**src/rtl/imm_extend_pkg.sv**
```systemverilog
// rtl/imm_extend_pkg.sv - immediate format codes, occupancy states, entry struct and decode function
package imm_extend_pkg;

  localparam int IMM_XLEN_MAX  = 64;
  localparam int IMM_TAG_W_MAX = 64;

  typedef enum logic [2:0] {
    IMM_I = 3'b000,
    IMM_S = 3'b001,
    IMM_B = 3'b010,
    IMM_J = 3'b011,
    IMM_U = 3'b100,
    IMM_Z = 3'b101
  } immsrc_e;

  typedef enum logic [1:0] {
    CNT_EMPTY = 2'd0,
    CNT_ONE   = 2'd1,
    CNT_FULL  = 2'd2
  } count_e;

  typedef struct packed {
    logic [IMM_XLEN_MAX-1:0]  immext;
    logic [IMM_TAG_W_MAX-1:0] tag;
    logic                     illegal;
  } entry_t;

  // Decodes at the widest XLEN; narrower builds keep the low bits, which is exact
  // because every signed format replicates instr[31] all the way up.
  function automatic entry_t imm_decode(input logic [31:0] instr, input logic [2:0] immsrc);
    entry_t e;
    logic   s;
    e = '0;
    s = instr[31];
    case (immsrc_e'(immsrc))
      IMM_I:   e.immext = {{52{s}}, instr[31:20]};
      IMM_S:   e.immext = {{52{s}}, instr[31:25], instr[11:7]};
      IMM_B:   e.immext = {{51{s}}, instr[31], instr[7], instr[30:25], instr[11:8], 1'b0};
      IMM_J:   e.immext = {{43{s}}, instr[31], instr[19:12], instr[20], instr[30:21], 1'b0};
      IMM_U:   e.immext = {{32{s}}, instr[31:12], 12'b0};
      IMM_Z:   e.immext = {59'b0, instr[19:15]};
      default: e.illegal = 1'b1;
    endcase
    return e;
  endfunction

endpackage

```
**src/rtl/imm_decode_xlen.sv**
```systemverilog
// rtl/imm_decode_xlen.sv - combinational immediate decoder sized to XLEN
module imm_decode_xlen
  import imm_extend_pkg::*;
#(
  parameter int XLEN = 32
) (
  input  logic [31:0]     instr,
  input  logic [2:0]      immsrc,
  output logic [XLEN-1:0] immext,
  output logic            illegal
);

  entry_t dec;
  logic   unused_dec_bits;

  assign dec             = imm_decode(instr, immsrc);
  assign immext          = dec.immext[XLEN-1:0];
  assign illegal         = dec.illegal;
  assign unused_dec_bits = ^{dec.immext, dec.tag};

endmodule

```
**src/rtl/imm_extend_stage.sv**
```systemverilog
// rtl/imm_extend_stage.sv - 2-entry skid-buffered immediate extender; IMM_EXTEND_BYPASS_EN adds a 0-cycle bypass
module imm_extend_stage
  import imm_extend_pkg::*;
#(
  parameter int XLEN  = 32,
  parameter int TAG_W = 32
) (
  input  logic             clk,
  input  logic             rst_n,
  input  logic             flush,
  input  logic             in_valid,
  output logic             in_ready,
  input  logic [31:0]      in_instr,
  input  logic [2:0]       in_immsrc,
  input  logic [TAG_W-1:0] in_tag,
  output logic             out_valid,
  input  logic             out_ready,
  output logic [XLEN-1:0]  out_immext,
  output logic [TAG_W-1:0] out_tag,
  output logic             out_illegal
);

  count_e            count_q, count_d;
  logic              head_q, tail_q;
  logic [XLEN-1:0]   mem_imm [2];
  logic [TAG_W-1:0]  mem_tag [2];
  logic              mem_ill [2];

  logic [XLEN-1:0]   dec_immext;
  logic              dec_illegal;
  logic              bypass, push, pop;

  imm_decode_xlen #(.XLEN(XLEN)) u_decode (
    .instr   (in_instr),
    .immsrc  (in_immsrc),
    .immext  (dec_immext),
    .illegal (dec_illegal)
  );

  assign in_ready = (count_q != CNT_FULL);

`ifdef IMM_EXTEND_BYPASS_EN
  assign bypass = (count_q == CNT_EMPTY) & in_valid & out_ready & ~flush;
`else
  assign bypass = 1'b0;
`endif

  // A bypassed entry is consumed directly, so it never occupies storage.
  assign push = in_valid & in_ready & ~bypass;
  assign pop  = (count_q != CNT_EMPTY) & out_ready;

  always_ff @(posedge clk) begin
    if (!rst_n) begin
      count_q <= CNT_EMPTY;
    end else if (flush) begin
      count_q <= CNT_EMPTY;
    end else begin
      count_q <= count_d;
    end
  end

  always_comb begin
    count_d = count_q;
    unique case (count_q)
      CNT_EMPTY: if (push) count_d = CNT_ONE;
      CNT_ONE: begin
        if (push && !pop)      count_d = CNT_FULL;
        else if (pop && !push) count_d = CNT_EMPTY;
      end
      CNT_FULL:  if (pop) count_d = CNT_ONE;
      default:   count_d = CNT_EMPTY;
    endcase
  end

  always_ff @(posedge clk) begin
    if (!rst_n) begin
      head_q <= 1'b0;
      tail_q <= 1'b0;
      for (int i = 0; i < 2; i++) begin
        mem_imm[i] <= '0;
        mem_tag[i] <= '0;
        mem_ill[i] <= 1'b0;
      end
    end else if (flush) begin
      head_q <= 1'b0;
      tail_q <= 1'b0;
    end else begin
      if (push) begin
        mem_imm[tail_q] <= dec_immext;
        mem_tag[tail_q] <= in_tag;
        mem_ill[tail_q] <= dec_illegal;
        tail_q          <= ~tail_q;
      end
      if (pop) begin
        head_q <= ~head_q;
      end
    end
  end

  always_comb begin
    out_valid   = 1'b0;
    out_immext  = '0;
    out_tag     = '0;
    out_illegal = 1'b0;
    if (count_q != CNT_EMPTY) begin
      out_valid   = 1'b1;
      out_immext  = mem_imm[head_q];
      out_tag     = mem_tag[head_q];
      out_illegal = mem_ill[head_q];
    end else if (bypass) begin
      out_valid   = 1'b1;
      out_immext  = dec_immext;
      out_tag     = in_tag;
      out_illegal = dec_illegal;
    end
  end

endmodule

```
**config.mk**
```make
export PLATFORM = sky130hd
export DESIGN_NAME = imm_extend_stage
export DESIGN_NICKNAME = d
export VERILOG_FILES = /design/src/rtl/imm_extend_pkg.sv /design/src/rtl/imm_decode_xlen.sv /design/src/rtl/imm_extend_stage.sv
export SDC_FILE = /design/constraint.sdc
export NUM_CORES = 1
export LEC_CHECK = 0
export ABC_AREA = 1
export CORE_MARGIN = 1.5
export CORE_UTILIZATION = 46
export CTS_CLUSTER_SIZE = 16
export DETAILED_ROUTE_END_ITERATION = 12
export PLACE_DENSITY = 0.76
export SYNTH_ARGS = -nofsm -noshare
export SYNTH_HDL_FRONTEND = slang
export SYNTH_SLANG_ARGS = --single-unit
```
**constraint.sdc**
```tcl
create_clock -name clk -period 2.75 [get_ports clk]
set_input_delay 0.275 -clock clk [delete_from_list [all_inputs] [get_ports clk]]
set_output_delay 0.275 -clock clk [all_outputs]
set_load 0.01 [all_outputs]
```
Yosys cells after proc, flatten, opt, wreduce, memory -nomap -nowiden:

Memories as Yosys holds them, arrays and structs flattened. A register that Yosys moved wholly into a read port is not among the register bits.
Index checks and enable logic that the tools add are counted.

* add/sub/neg operators: 0
* $mul: 0
* divide/modulo/power cells: 0
* magnitude comparators: 0
* equal/unequal tests: 11
* shift-type cells: 0
* mux-type cells: 31
* bitwise operators: 5
* reduce and logical (&&, ||, !) cells: 13

Operators by type and width (count)
* 32-bit case mux with 6 select lines: 1
* 32-bit 2-to-1 mux: 4
* 32-bit OR reduction: 2
* 1-bit 2-to-1 mux: 21
* 2-bit 2-to-1 mux: 4
* 3-bit by 2-bit equality test with 1-bit output, second input constant: 2
* 3-bit equality test, second input constant: 2
* 2-bit inequality test, second input constant: 3
* 2-bit case mux with 3 select lines: 1
* 6-bit OR reduction: 1
* 3-bit by 1-bit equality test with 1-bit output, second input constant: 1
* 3-bit zero test: 1
* 3-bit inequality test, second input constant: 1
* 1-bit NOT: 3
* 3-bit AND reduction: 1
* 1-bit bitwise AND: 2
* 2-bit by 1-bit equality test with 1-bit output, second input constant: 1
* 2-bit equality test, second input constant: 1
* 1-bit logical AND: 2
* 1-bit zero test: 2
* 2-bit zero test: 1
* 2-bit nonzero test: 1
* 2-bit OR reduction: 1
* 1-bit OR reduction: 1

* bits in registers: 4
* latch bits: 0
* RAM bits: 130
* memory bits (read-only): 0
* bits of input ports: 72
* logic and storage cells: 66
* memories: 3

Memory list
* mem_imm: depth 2, width 32, read ports 1, clocked after memory_dff 1, wr ports 2, line imm_extend_stage.sv:25 `logic [XLEN-1:0] mem_imm [2];`
* mem_tag: depth 2, width 32, read ports 1, clocked after memory_dff 1, wr ports 2, line imm_extend_stage.sv:26 `logic [TAG_W-1:0] mem_tag [2];`
* mem_ill: depth 2, width 1, read ports 1, clocked after memory_dff 1, wr ports 2, line imm_extend_stage.sv:27 `logic mem_ill [2];`

Longest topological paths before layout:

Gate-level depths: netlist of run 1.

* word-level depth: 8
* gate-level depth with buffers: 9
* mapped depth without buffers: 8

By module:

From an unflattened synthesis of run 1, not the netlist that was laid out.

* cell total of the unflattened synthesis: 691
* area, all modules: 6834.1 µm²

Modules (own cells, without submodules)
* imm_extend_stage: instances 1, cells an instance 601, area each 6381.1 µm²
* imm_decode_xlen: instances 1, cells an instance 90, area each 452.9 µm²

Worst setup path after synthesis of run 1:

No wires, ideal clock.

* path kind: register to register
* from: reg count_q[0]
* to: mem mem_imm[0][0], enable pin
* library setup time: 0.424 ns
* arrival: 2.371 ns
* slack: -0.044 ns
* cell stages (with the launch flop): 9
* cells stage by stage: dfxtp_1 -> inv_2 -> nand2_2 -> nand2_4 -> nor2_4 -> nand2_2 -> buf_6 -> buf_6 -> nand2_1

RTL lines
* start, declared: line imm_extend_stage.sv:23 `count_e count_q, count_d;`
* start signal, assigned: line imm_extend_stage.sv:58 `count_q <= count_d;`
* end, declared: line imm_extend_stage.sv:25

==> results of run 1 <==
worst max-delay path by stage:
stage / startpoint / endpoint / slack, ns / cells past startpoint
finish: flip-flop / out_immext[6] / 0.23 / 5
global route: flip-flop / out_immext[8] / 0.06 / 5
CTS: flip-flop / out_immext[28] / 0.19 / 5
detailed placement: rst_n / mem_tag[1][22] / 0.37 / 8
global placement: rst_n / mem_tag[1][15] / 0.38 / 8
floorplan: count_q[0] / mem_imm[1][0] / 0.03 / 7
sequential cells by signal (all words and copies together) (netlist names), named ones only:
register and cells:
mem_tag 64, count_q 2, mem_imm 64, mem_ill 2
tail_q 1, head_q 1
worst max-delay path: stages, from the launching register on:
cell and delay, ns:
sky130_fd_sc_hd__dfxtp_2 0.33, sky130_fd_sc_hd__inv_2 0.23, sky130_fd_sc_hd__buf_4 0.38, sky130_fd_sc_hd__nand2_1 0.10, sky130_fd_sc_hd__a21oi_1 0.19, sky130_fd_sc_hd__clkdlybuf4s50_1 0.58
metal layers:
layer	up-vias	share of wire, %	global-route usage (%)
met5	-	0	0
met4	0	2.1	8.75
met3	26	6.4	4.28
met2	222	51	37.3
met1	2429	41	26.2
li1	2476	-	-
kinds of logic after synthesis:
kind of cell           share of synthesized area (%)
AO/OA/AOI/OAI                                   7.28
AND/OR/NAND/NOR                                 22.4
buffers and inverters                           8.58
flip-flops                                      61.8
power by group:
part / total [mW] / internal (mW) / switching (mW)
logic: 0.474 / 0.206 / 0.268
clock network: 2.07 / 1.23 / 0.839
registers: 2.37 / 2.35 / 0.0266
total: 4.91 / 3.78 / 1.13
per-stage QoR:
step           setup slack [ns]  total power [mW]  hold WS [ns]  util (%)  instance area, µm²
6_report                  0.229              4.91         0.459      61.6                8480
2_1_floorplan            0.0346              2.64         0.406         -                6450
4_1_cts                   0.193              4.94         0.459      61.6                8480
3_5_place_dp              0.374              2.89         0.456      57.7                7940
5_1_grt                  0.0551              5.06         0.483      61.6                8480
3_3_place_gp              0.381              2.87         0.439      57.7                7940
cells in the mapped netlist:
cell type	number
sky130_fd_sc_hd__nor2_4	1
sky130_fd_sc_hd__clkbuf_1	10
sky130_fd_sc_hd__buf_4	1
sky130_fd_sc_hd__nor2_8	2
sky130_fd_sc_hd__buf_6	10
sky130_fd_sc_hd__nand4_1	14
sky130_fd_sc_hd__a21oi_1	76
sky130_fd_sc_hd__edfxtp_1	128
sky130_fd_sc_hd__dfxtp_1	7
sky130_fd_sc_hd__a21oi_2	1
sky130_fd_sc_hd__o21ai_0	16
sky130_fd_sc_hd__nand2_4	2
sky130_fd_sc_hd__inv_1	73
sky130_fd_sc_hd__inv_2	3
sky130_fd_sc_hd__nand3_1	21
sky130_fd_sc_hd__nor2_1	88
sky130_fd_sc_hd__nor2_2	20
sky130_fd_sc_hd__buf_1	1
sky130_fd_sc_hd__nor3_1	10
sky130_fd_sc_hd__inv_4	1
sky130_fd_sc_hd__buf_2	20
sky130_fd_sc_hd__nand2_1	168
sky130_fd_sc_hd__nor3_2	2
sky130_fd_sc_hd__and3_1	1
sky130_fd_sc_hd__nand2_2	2
cell type report:
cell class	instances	area, µm²	area share, %
multi-input combinational	424	1930	22.8
sequential	135	3990	47.0
inverter	77	292	3.44
timing repair buffer	149	1510	17.8
tap	180	225	2.65
clock inverter	14	110	1.30
clock buffer	18	429	5.06
placed cells by master (no fill, tap or decap):
master,instances
sky130_fd_sc_hd__nor2_1,87
sky130_fd_sc_hd__nor2_2,20
sky130_fd_sc_hd__edfxtp_1,128
sky130_fd_sc_hd__bufinv_16,1
sky130_fd_sc_hd__buf_12,5
sky130_fd_sc_hd__nand2_4,4
sky130_fd_sc_hd__clkinv_2,3
sky130_fd_sc_hd__nor3_1,10
sky130_fd_sc_hd__clkbuf_1,1
sky130_fd_sc_hd__nor3_2,2
sky130_fd_sc_hd__dfxtp_2,1
sky130_fd_sc_hd__nor2_8,2
sky130_fd_sc_hd__inv_4,1
sky130_fd_sc_hd__nand4_1,14
sky130_fd_sc_hd__a21oi_1,76
sky130_fd_sc_hd__inv_1,72
sky130_fd_sc_hd__a21oi_2,1
sky130_fd_sc_hd__nand3_1,21
sky130_fd_sc_hd__nand2_1,166
sky130_fd_sc_hd__o21ai_0,16
sky130_fd_sc_hd__inv_2,4
sky130_fd_sc_hd__clkinv_1,3
sky130_fd_sc_hd__clkbuf_16,17
sky130_fd_sc_hd__nor2_4,2
sky130_fd_sc_hd__buf_4,13
sky130_fd_sc_hd__nand2_2,2
sky130_fd_sc_hd__and3_1,1
sky130_fd_sc_hd__inv_6,1
sky130_fd_sc_hd__clkinvlp_4,6
sky130_fd_sc_hd__clkdlybuf4s50_1,131
sky130_fd_sc_hd__dfxtp_1,6
==> impl_metrics.prom, run 1 <==
# TYPE chip_impl_metric gauge
chip_impl_info{name="worst_hold_startpoint",value="head_q"} 1
chip_impl_metric{name="dr.first_iter.drc_count",unit=""} 413
chip_impl_metric{name="post_synth_num_cell_types",unit=""} 25
chip_impl_metric{name="floorplan.initialDensity",unit="%"} 46.8
chip_impl_metric{name="first_global_vias",unit=""} 5048
chip_impl_metric{name="placedCellCount",unit=""} 965
chip_impl_metric{name="globalRouteOverflowTotal",unit=""} 0
chip_impl_metric{name="synth_seq_cells",unit=""} 135
chip_impl_metric{name="route.detailed.wl_per_inst",unit="µm"} 15.3
chip_impl_metric{name="worst_setup_hold_path_clk_slew",unit="ns"} 0.06
chip_impl_metric{name="grt_antenna_before_repair",unit=""} 0
chip_impl_metric{name="insertedDiodeCount",unit=""} 0
chip_impl_metric{name="wl",unit="mm"} 15.3
chip_impl_metric{name="fillCellCount",unit=""} 1140
chip_impl_metric{name="setup_viol_count_final",unit=""} 0
chip_impl_metric{name="gp_routability_congestion",unit=""} 0.901
chip_impl_metric{name="worstPathArrival",unit="ns"} 2.25
chip_impl_metric{name="post-cts-setup-buffer-count",unit=""} 0
chip_impl_metric{name="die-area",unit="µm²"} 14700
chip_impl_metric{name="postCtsHoldBufs",unit=""} 0
chip_impl_metric{name="worst_slew_pin_slew",unit="ns"} 0.662
chip_impl_metric{name="max-vdd-ir-drop",unit="mV"} 0.449
chip_impl_info{name="startpoint_type",value="flip-flop"} 1
chip_impl_metric{name="timing.clock.skew",unit="ns"} 0.00826
chip_impl_metric{name="syn2layout_area_growth",unit="%"} 31.6
chip_impl_metric{name="fin_crit_sh",unit="%"} 91.7
chip_impl_info{name="crit_type",value="flip-flop to primary output"} 1
chip_impl_metric{name="global_route_wire_length_before_repair",unit="mm"} 24.1
chip_impl_metric{name="fin_tns_setup",unit="ns"} 0
chip_impl_metric{name="via_per_inst",unit=""} 5.17
chip_impl_metric{name="worst-r2r-setup-slack",unit="ns"} 0.93
chip_impl_metric{name="ios",unit=""} 139
chip_impl_info{name="ctsRootBufferMaster",value="sky130_fd_sc_hd__clkbuf_16"} 1
chip_impl_metric{name="worst_slew_margin_rel",unit="%"} 55.7
chip_impl_info{name="timing.rr.end",value="mem_imm[1][17]"} 1
chip_impl_metric{name="drcViolationCount",unit=""} 0
chip_impl_metric{name="synth-warning-count",unit=""} 0
chip_impl_metric{name="cts.sinks",unit=""} 135
chip_impl_metric{name="cts-buffers-inserted",unit=""} 17
chip_impl_metric{name="cts_max_level",unit=""} 4
chip_impl_metric{name="clk-insertion-delay-late",unit="ns"} 0.42
chip_impl_metric{name="required_time_at_the_endpoint_of_the_critical_path",unit="ns"} 2.48
chip_impl_metric{name="rr_worst_depth",unit=""} 6
chip_impl_metric{name="grt.total_usage",unit="%"} 21.5
chip_impl_metric{name="yosysSeqAreaShare",unit="%"} 61.8
chip_impl_metric{name="syn-cell-area",unit="µm²"} 6450
chip_impl_metric{name="fmax",unit="MHz"} 397
chip_impl_metric{name="timing.max_cap.violations",unit=""} 0
chip_impl_info{name="rsz_0062_raised_after_global_routing",value="false"} 1
chip_impl_metric{name="path_max_fanout",unit=""} 30
chip_impl_metric{name="routed-via-count",unit=""} 5153
chip_impl_metric{name="placement_rows",unit=""} 43
chip_impl_info{name="cell_accounting_for_the_most_synthesized_area",value="sky130_fd_sc_hd__edfxtp_1"} 1
chip_impl_info{name="worst_setup_path_end_kind",value="primary output"} 1
chip_impl_metric{name="length_of_the_first_detailed_routing_pass_in_iterations",unit=""} 7
chip_impl_metric{name="grt_start_max_net_pins",unit=""} 43
chip_impl_metric{name="final_period_minus_worst_setup_slack",unit="ns"} 2.52
chip_impl_metric{name="power.density",unit="nW/µm²"} 579
chip_impl_metric{name="report.final.slew_viol_count",unit=""} 0
chip_impl_metric{name="drtAntennaViolNets",unit=""} 0
chip_impl_metric{name="max-clock-path-buffers",unit=""} 2
chip_impl_info{name="status",value="complete, no violations"} 1
chip_impl_metric{name="total_leakage_power",unit="nW"} 3.43
chip_impl_metric{name="hold_viol_final",unit=""} 0
chip_impl_metric{name="dp_hpwl",unit="mm"} 9.90
chip_impl_metric{name="io_buffer_count",unit=""} 131
chip_impl_metric{name="core_region_area",unit="µm²"} 13800
chip_impl_metric{name="die_width",unit="µm"} 121
chip_impl_metric{name="synthesis.instances",unit=""} 678
chip_impl_metric{name="instances_no_fill",unit=""} 997
chip_impl_metric{name="synth_top_area_share",unit="%"} 59.6
chip_impl_info{name="classification_of_the_worst_slack_hold_path",value="flip-flop to flip-flop"} 1
chip_impl_metric{name="die_height",unit="µm"} 121
chip_impl_info{name="synth_area_leaders",value="sky130_fd_sc_hd__edfxtp_1 (60%), sky130_fd_sc_hd__nand2_1 (9.8%), sky130_fd_sc_hd__a21oi_1 (5.9%), sky130_fd_sc_hd__nor2_1 (5.1%), sky130_fd_sc_hd__inv_1 (4.2%)"} 1
chip_impl_metric{name="syn_avg_cell_area",unit="µm²"} 9.51
chip_impl_info{name="tritoncts",value="done"} 1
chip_impl_metric{name="drive_above_1_share",unit="%"} 10.4
chip_impl_metric{name="syn_nets",unit=""} 750
chip_impl_info{name="r2r-start",value="count_q[1]"} 1
chip_impl_metric{name="design.final.nets",unit=""} 876
chip_impl_metric{name="cts-resized-gates",unit=""} 0
chip_impl_metric{name="holdPathStages",unit=""} 1
(Power assumes the default switching activity.)
==> inputs of run 2 (changes only) <==
- CORE_UTILIZATION: 46 -> 51
- PLACE_DENSITY: 0.76 -> 0.8
- SETUP_SLACK_MARGIN: default -> 0.4
- clock period: 2.75 -> 2.6 ns (I/O delays scaled with it)
==> run 2 against run 1 <==
Via count grew 3.1%. Highest routed layer unchanged. Sequential power grew 6%. Clock skew shrank 0.0011 ns. Critical path type unchanged. Non-clock buffer count grew 7. Cell count shrank 0.50%. Global-route usage grew 2.9 points. Worst hold slack gained 0.00076 ns.
==> impl_metrics.prom, run 2 (synthesis gave the netlist of run 1 again) <==
# TYPE chip_impl_metric gauge
chip_impl_info{name="status",value="complete, no violations"} 1
chip_impl_metric{name="netSwitchingPower",unit="mW"} 1.16
chip_impl_info{name="tritoncts",value="done"} 1
chip_impl_metric{name="dp_hpwl",unit="mm"} 9.86
chip_impl_metric{name="rr_worst_depth",unit=""} 7
chip_impl_metric{name="power_report.internal_total",unit="mW"} 3.99
chip_impl_metric{name="final_period_minus_worst_setup_slack",unit="ns"} 2.20
chip_impl_metric{name="cts.sinks",unit=""} 135
chip_impl_metric{name="die_width",unit="µm"} 115
chip_impl_metric{name="length_of_the_first_detailed_routing_pass_in_iterations",unit=""} 7
chip_impl_metric{name="first_global_vias",unit=""} 5174
chip_impl_metric{name="fin_crit_sh",unit="%"} 84.6
chip_impl_metric{name="drtAntennaViolNets",unit=""} 0
chip_impl_metric{name="cts_max_level",unit=""} 4
chip_impl_info{name="r2r-start",value="count_q[1]"} 1
chip_impl_metric{name="fmax",unit="MHz"} 455
chip_impl_metric{name="required_time_at_the_endpoint_of_the_critical_path",unit="ns"} 2.34
chip_impl_metric{name="netSwitchingFraction",unit="%"} 22.6
chip_impl_info{name="layout_commonest_cell",value="sky130_fd_sc_hd__nand2_1"} 1
chip_impl_metric{name="placement_rows",unit=""} 40
chip_impl_info{name="classification_of_the_worst_slack_hold_path",value="flip-flop to flip-flop"} 1
chip_impl_metric{name="die_height",unit="µm"} 115
chip_impl_metric{name="global_route_wire_length_before_repair",unit="mm"} 24.6
chip_impl_metric{name="routed-via-count",unit=""} 5315
chip_impl_metric{name="globalRouteOverflowTotal",unit=""} 0
chip_impl_metric{name="route.detailed.wl_per_inst",unit="µm"} 16.4
chip_impl_metric{name="syn2layout_area_growth",unit="%"} 34.6
chip_impl_info{name="final_cell_mix",value="sky130_fd_sc_hd__nand2_1 (166), sky130_fd_sc_hd__edfxtp_1 (128), sky130_fd_sc_hd__nor2_1 (87)"} 1
chip_impl_info{name="worst_setup_path_end_kind",value="primary output"} 1
chip_impl_info{name="biggestRegsByFlops",value="mem_imm (64), mem_tag (64)"} 1
chip_impl_metric{name="worstPathArrival",unit="ns"} 1.94
chip_impl_metric{name="postCtsHoldBufs",unit=""} 0
chip_impl_metric{name="utilization",unit="%"} 71.4
chip_impl_metric{name="cts-buffers-inserted",unit=""} 17
chip_impl_metric{name="worst_slew_margin_rel",unit="%"} 55.8
chip_impl_info{name="worstHoldEndpoint",value="head_q"} 1
chip_impl_info{name="ctsRootBufferMaster",value="sky130_fd_sc_hd__clkbuf_16"} 1
chip_impl_metric{name="share_comb_of_total_power",unit="%"} 9.8
chip_impl_metric{name="multi_input_area",unit="µm²"} 1930
chip_impl_metric{name="clk-insertion-delay-late",unit="ns"} 0.42
chip_impl_metric{name="max-vdd-ir-drop",unit="mV"} 0.523
chip_impl_metric{name="insertedDiodeCount",unit=""} 0
chip_impl_metric{name="ios",unit=""} 139
chip_impl_metric{name="grt_antenna_before_repair",unit=""} 0
chip_impl_metric{name="grt.total_usage",unit="%"} 24.4
chip_impl_metric{name="holdPathStages",unit=""} 1
chip_impl_metric{name="report.final.slew_viol_count",unit=""} 0
chip_impl_info{name="rsz_0062_raised_after_global_routing",value="true"} 1
chip_impl_metric{name="drcViolationCount",unit=""} 0
chip_impl_metric{name="path_max_fanout",unit=""} 16
chip_impl_info{name="timing.rr.end",value="mem_imm[0][13]"} 1
chip_impl_metric{name="hold_viol_final",unit=""} 0
chip_impl_metric{name="worst-r2r-setup-slack",unit="ns"} 0.90
chip_impl_metric{name="ff_latch_area",unit="µm²"} 3990
chip_impl_metric{name="worst_setup_hold_path_clk_slew",unit="ns"} 0.05
chip_impl_metric{name="grt_start_max_net_pins",unit=""} 54
chip_impl_metric{name="design.final.nets",unit=""} 883
chip_impl_metric{name="via_per_inst",unit=""} 5.36
chip_impl_metric{name="fillCellCount",unit=""} 908
chip_impl_metric{name="max-clock-path-buffers",unit=""} 2
chip_impl_metric{name="seqPwrFrac",unit="%"} 48.7
chip_impl_metric{name="core_region_area",unit="µm²"} 12200
chip_impl_metric{name="floorplan.initialDensity",unit="%"} 53.0
chip_impl_info{name="worst_hold_startpoint",value="head_q"} 1
chip_impl_info{name="crit_type",value="flip-flop to primary output"} 1
chip_impl_metric{name="drive_above_1_share",unit="%"} 10.9
chip_impl_metric{name="fin_tns_setup",unit="ns"} 0
chip_impl_metric{name="die-area",unit="µm²"} 13300
chip_impl_metric{name="dr.first_iter.drc_count",unit=""} 554
chip_impl_metric{name="total_leakage_power",unit="nW"} 4.23
chip_impl_info{name="startpoint_type",value="flip-flop"} 1
chip_impl_metric{name="setup_viol_count_final",unit=""} 0
chip_impl_metric{name="wl",unit="mm"} 16.3
chip_impl_metric{name="timing.clock.skew",unit="ns"} 0.00720
chip_impl_metric{name="io_buffer_count",unit=""} 131
chip_impl_metric{name="power.density",unit="nW/µm²"} 594
chip_impl_metric{name="timing.max_cap.violations",unit=""} 0
chip_impl_metric{name="worst_slew_pin_slew",unit="ns"} 0.661
chip_impl_metric{name="gp_routability_congestion",unit=""} 0.958
chip_impl_metric{name="pwr-share-clk",unit="%"} 41.4
-- run 2: layer usage --
| metal | vias to the layer above | wire length, µm | GRT usage (%) |
|---|---|---|---|
| met2 | 281 | 8170 | 42.6 |
| met5 | - | 0 | 0 |
| li1 | 2491 | - | - |
| met3 | 25 | 1480 | 5.91 |
| met1 | 2518 | 6320 | 29.2 |
| met4 | 0 | 281 | 9.47 |
-- run 2: power by group through the flow --
stage                     clock, mW  sequential (mW)  combinational [mW]
after floorplan                   0             2.55               0.247
after global placement            0             2.55               0.483
after detailed placement          0             2.56               0.495
after CTS                      2.15             2.51               0.500
after global routing           2.24             2.52               0.549
final                          2.14             2.51               0.506
-- run 2: cell type report --
class	instances	area share, %
sequential	135	45.9
multi-input combinational	424	22.2
timing repair buffer	156	20.0
clock buffer	21	5.07
inverter	77	3.39
tap	168	2.42
clock inverter	11	0.966
-- run 2: how the worst max path moves through the flow --
stage / startpoint / end / slack [ns]
6_report: flip-flop / out_immext[11] / 0.40
3_5_place_dp: in_immsrc[0] / mem_imm[0][13] / 0.32
5_1_grt: flip-flop / out_immext[11] / 0.32
2_1_floorplan: count_q[0] / mem_imm[0][0] / 0.43
3_3_place_gp: in_immsrc[0] / mem_imm[1][13] / 0.42
4_1_cts: flip-flop / out_immext[11] / 0.33
-- run 2: worst max-delay path, cell delays in order, from the launching register on --
cell,delay (ns)
sky130_fd_sc_hd__dfxtp_4,0.39
sky130_fd_sc_hd__inv_4,0.14
sky130_fd_sc_hd__buf_12,0.17
sky130_fd_sc_hd__nand2_1,0.06
sky130_fd_sc_hd__a21oi_1,0.20
sky130_fd_sc_hd__clkdlybuf4s50_1,0.57
-- run 2: stage by stage --
step           setup slack, ns  total power [mW]  area, µm²  hold slack (ns)  cells
6_report                 0.400              5.15       8680            0.460    992
5_1_grt                  0.321              5.31       8680            0.499    992
4_1_cts                  0.330              5.16       8470            0.460    986
3_5_place_dp             0.317              3.05       7940            0.452    952
3_3_place_gp             0.424              3.03       7940            0.433    952
2_1_floorplan            0.431              2.80       6450            0.391    678
-- run 2: timing repair --
item,CTS,global route
gates resized for setup,17,38
setup endpoints to repair,65,52
setup buffers,2,3
gates cloned,0,3
pin swaps,1,0
==> inputs of run 3 (changes only) <==
- clock period: 2.6 -> 2.2 ns (I/O delays scaled with it)
==> run 3 against run 2 <==
Worst hold slack improved by 0.021 ns. Clock power rose by 43%. First-iteration DRC count rose by 6.9%. Die area did not move. Sequential power rose by 18%. Via count rose by 5.7%. Critical path type unchanged. Critical endpoint is now out_illegal.
==> impl_metrics.prom, run 3 (synthesis gave the netlist of run 1 again) <==
# TYPE chip_impl_metric gauge
chip_impl_metric{name="max-vdd-ir-drop",unit="mV"} 0.472
chip_impl_metric{name="hold_ws",unit="ns"} 0.481
chip_impl_metric{name="globalRouteOverflowTotal",unit=""} 0
chip_impl_metric{name="worst_slew_pin_slew",unit="ns"} 0.486
chip_impl_metric{name="placement_rows",unit=""} 40
chip_impl_metric{name="drcViolationCount",unit=""} 0
chip_impl_metric{name="wl",unit="mm"} 19.3
chip_impl_metric{name="ios",unit=""} 139
chip_impl_metric{name="final_period_minus_worst_setup_slack",unit="ns"} 1.88
chip_impl_info{name="rsz_0062_raised_after_global_routing",value="true"} 1
chip_impl_metric{name="fmax",unit="MHz"} 532
chip_impl_info{name="worst_setup_path_end_kind",value="primary output"} 1
chip_impl_info{name="final_cell_mix",value="sky130_fd_sc_hd__nand2_1 (166), sky130_fd_sc_hd__edfxtp_1 (128), sky130_fd_sc_hd__nor2_1 (87)"} 1
chip_impl_info{name="classification_of_the_worst_slack_hold_path",value="primary input to flip-flop"} 1
chip_impl_metric{name="cts.sinks",unit=""} 135
chip_impl_metric{name="insertedDiodeCount",unit=""} 0
chip_impl_metric{name="postCtsHoldBufs",unit=""} 0
chip_impl_metric{name="cts_max_level",unit=""} 4
chip_impl_metric{name="dr.first_iter.drc_count",unit=""} 592
chip_impl_metric{name="timing.max_cap.violations",unit=""} 0
chip_impl_metric{name="worstPathArrival",unit="ns"} 1.66
chip_impl_metric{name="max-clock-path-buffers",unit=""} 2
chip_impl_metric{name="routed-via-count",unit=""} 5619
chip_impl_metric{name="cts-buffers-inserted",unit=""} 17
chip_impl_metric{name="grt_antenna_before_repair",unit=""} 0
chip_impl_metric{name="route.detailed.wl_per_inst",unit="µm"} 19.1
chip_impl_metric{name="timing.clock.skew",unit="ns"} 0.00884
chip_impl_metric{name="required_time_at_the_endpoint_of_the_critical_path",unit="ns"} 1.98
chip_impl_metric{name="die_height",unit="µm"} 115
chip_impl_metric{name="fillCellCount",unit=""} 814
chip_impl_metric{name="grt_start_max_net_pins",unit=""} 65
chip_impl_metric{name="floorplan.initialDensity",unit="%"} 53.0
chip_impl_info{name="biggestRegsByFlops",value="mem_imm (64), mem_tag (64)"} 1
chip_impl_metric{name="fin_tns_setup",unit="ns"} 0
chip_impl_metric{name="utilization",unit="%"} 73.9
chip_impl_metric{name="worst_setup_hold_path_clk_slew",unit="ns"} 0.06
chip_impl_info{name="startpoint_type",value="flip-flop"} 1
chip_impl_metric{name="gp_routability_congestion",unit=""} 0.906
chip_impl_metric{name="dp_hpwl",unit="mm"} 9.73
chip_impl_metric{name="fin_crit_sh",unit="%"} 85.5
chip_impl_info{name="ctsRootBufferMaster",value="sky130_fd_sc_hd__clkbuf_16"} 1
chip_impl_info{name="tritoncts",value="done"} 1
chip_impl_metric{name="first_global_vias",unit=""} 5336
chip_impl_info{name="status",value="complete, no violations"} 1
chip_impl_metric{name="placedCellCount",unit=""} 955
chip_impl_metric{name="via_per_inst",unit=""} 5.56
chip_impl_metric{name="path_max_fanout",unit=""} 17
chip_impl_metric{name="global_route_wire_length_before_repair",unit="mm"} 27.1
chip_impl_metric{name="drive_above_1_share",unit="%"} 21.5
chip_impl_metric{name="report.final.slew_viol_count",unit=""} 0
chip_impl_metric{name="io_buffer_count",unit=""} 131
chip_impl_metric{name="grt.total_usage",unit="%"} 27.2
chip_impl_metric{name="length_of_the_first_detailed_routing_pass_in_iterations",unit=""} 6
chip_impl_metric{name="setup_viol_count_final",unit=""} 0
chip_impl_metric{name="die-area",unit="µm²"} 13300
chip_impl_metric{name="die_width",unit="µm"} 115
chip_impl_info{name="layout_commonest_cell",value="sky130_fd_sc_hd__nand2_1"} 1
chip_impl_metric{name="instances_no_fill",unit=""} 1011
chip_impl_metric{name="timing.final.ws_setup",unit="ns"} 0.319
chip_impl_info{name="crit_type",value="flip-flop to primary output"} 1
chip_impl_metric{name="pre_cts_ws",unit="ns"} 0.190
chip_impl_metric{name="drtAntennaViolNets",unit=""} 0
chip_impl_metric{name="core_region_area",unit="µm²"} 12200
chip_impl_metric{name="hold_viol_final",unit=""} 0
chip_impl_metric{name="total_leakage_power",unit="nW"} 3.82
chip_impl_metric{name="worst_slew_margin_rel",unit="%"} 67.5
chip_impl_metric{name="power.density",unit="nW/µm²"} 746
chip_impl_metric{name="worst-r2r-setup-slack",unit="ns"} 0.38
chip_impl_metric{name="syn2layout_area_growth",unit="%"} 39.5
chip_impl_metric{name="clk-insertion-delay-late",unit="ns"} 0.42
chip_impl_metric{name="design.final.nets",unit=""} 902
==> run 3: cell type report <==
| cell class | count | area, µm² | share of cell area (%) |
|---|---|---|---|
| sequential | 135 | 4000 | 44.4 |
| tap | 168 | 210 | 2.34 |
| clock inverter | 15 | 208 | 2.31 |
| inverter | 77 | 308 | 3.42 |
| clock buffer | 17 | 425 | 4.73 |
| timing repair buffer | 173 | 1840 | 20.4 |
| multi-input combinational | 425 | 2000 | 22.3 |
| timing repair inverter | 1 | 7.51 | 0.0835 |
==> run 3: final timing paths <==
kind	from	depth (start not counted)	to
worst max-delay path	flip-flop	5	out_illegal
worst min-delay path	in_tag[9]	3	mem_tag[0][9]
worst max register to register	count_q[1]	6	mem_imm[0][15]
worst min register to register	mem_ill[0]	2	mem_ill[0]
==> run 3: repair_timing <==
| action | 4_1_cts | 5_1_grt |
|---|---|---|
| buffers inserted | 1 | 10 |
| resized for setup | 168 | 73 |
| cloned | 4 | 9 |
| pin swaps | 1 | 3 |
| setup endpoints to repair | 77 | 120 |
==> run 3: routing by layer <==
layer  routed length (µm)  global-route usage [%]  up-vias  share of wire, %
li1                     -                       -     2540                 -
met1                 7210                    34.6     2652                37
met2                 9660                    46.5      383                50
met3                 1950                    5.91       44                10
met4                  464                    9.05        0               2.4
met5                    0                       0        -                 0
==> run 3: worst max-delay path, cell delays in order (launching register included) <==
cell                       delay, ns
sky130_fd_sc_hd__dfxtp_4        0.41
sky130_fd_sc_hd__clkinv_8       0.12
sky130_fd_sc_hd__buf_12         0.16
sky130_fd_sc_hd__nand2_1        0.09
sky130_fd_sc_hd__a21oi_1        0.25
sky130_fd_sc_hd__buf_2          0.21
==> run 3: report_power, final <==
part,internal (mW),leakage [nW],total [mW],switching (mW)
clock network,1.99,0.302,3.05,1.06
registers,2.93,1.40,2.97,0.0397
logic,0.293,2.12,0.687,0.394
==> run 3: stage by stage <==
step	power [mW]	instance area, µm²
3_3_place_gp	3.59	7950
6_report	6.71	8990
2_1_floorplan	3.30	6470
5_1_grt	6.89	8990
4_1_cts	6.63	8790
3_5_place_dp	3.61	7950
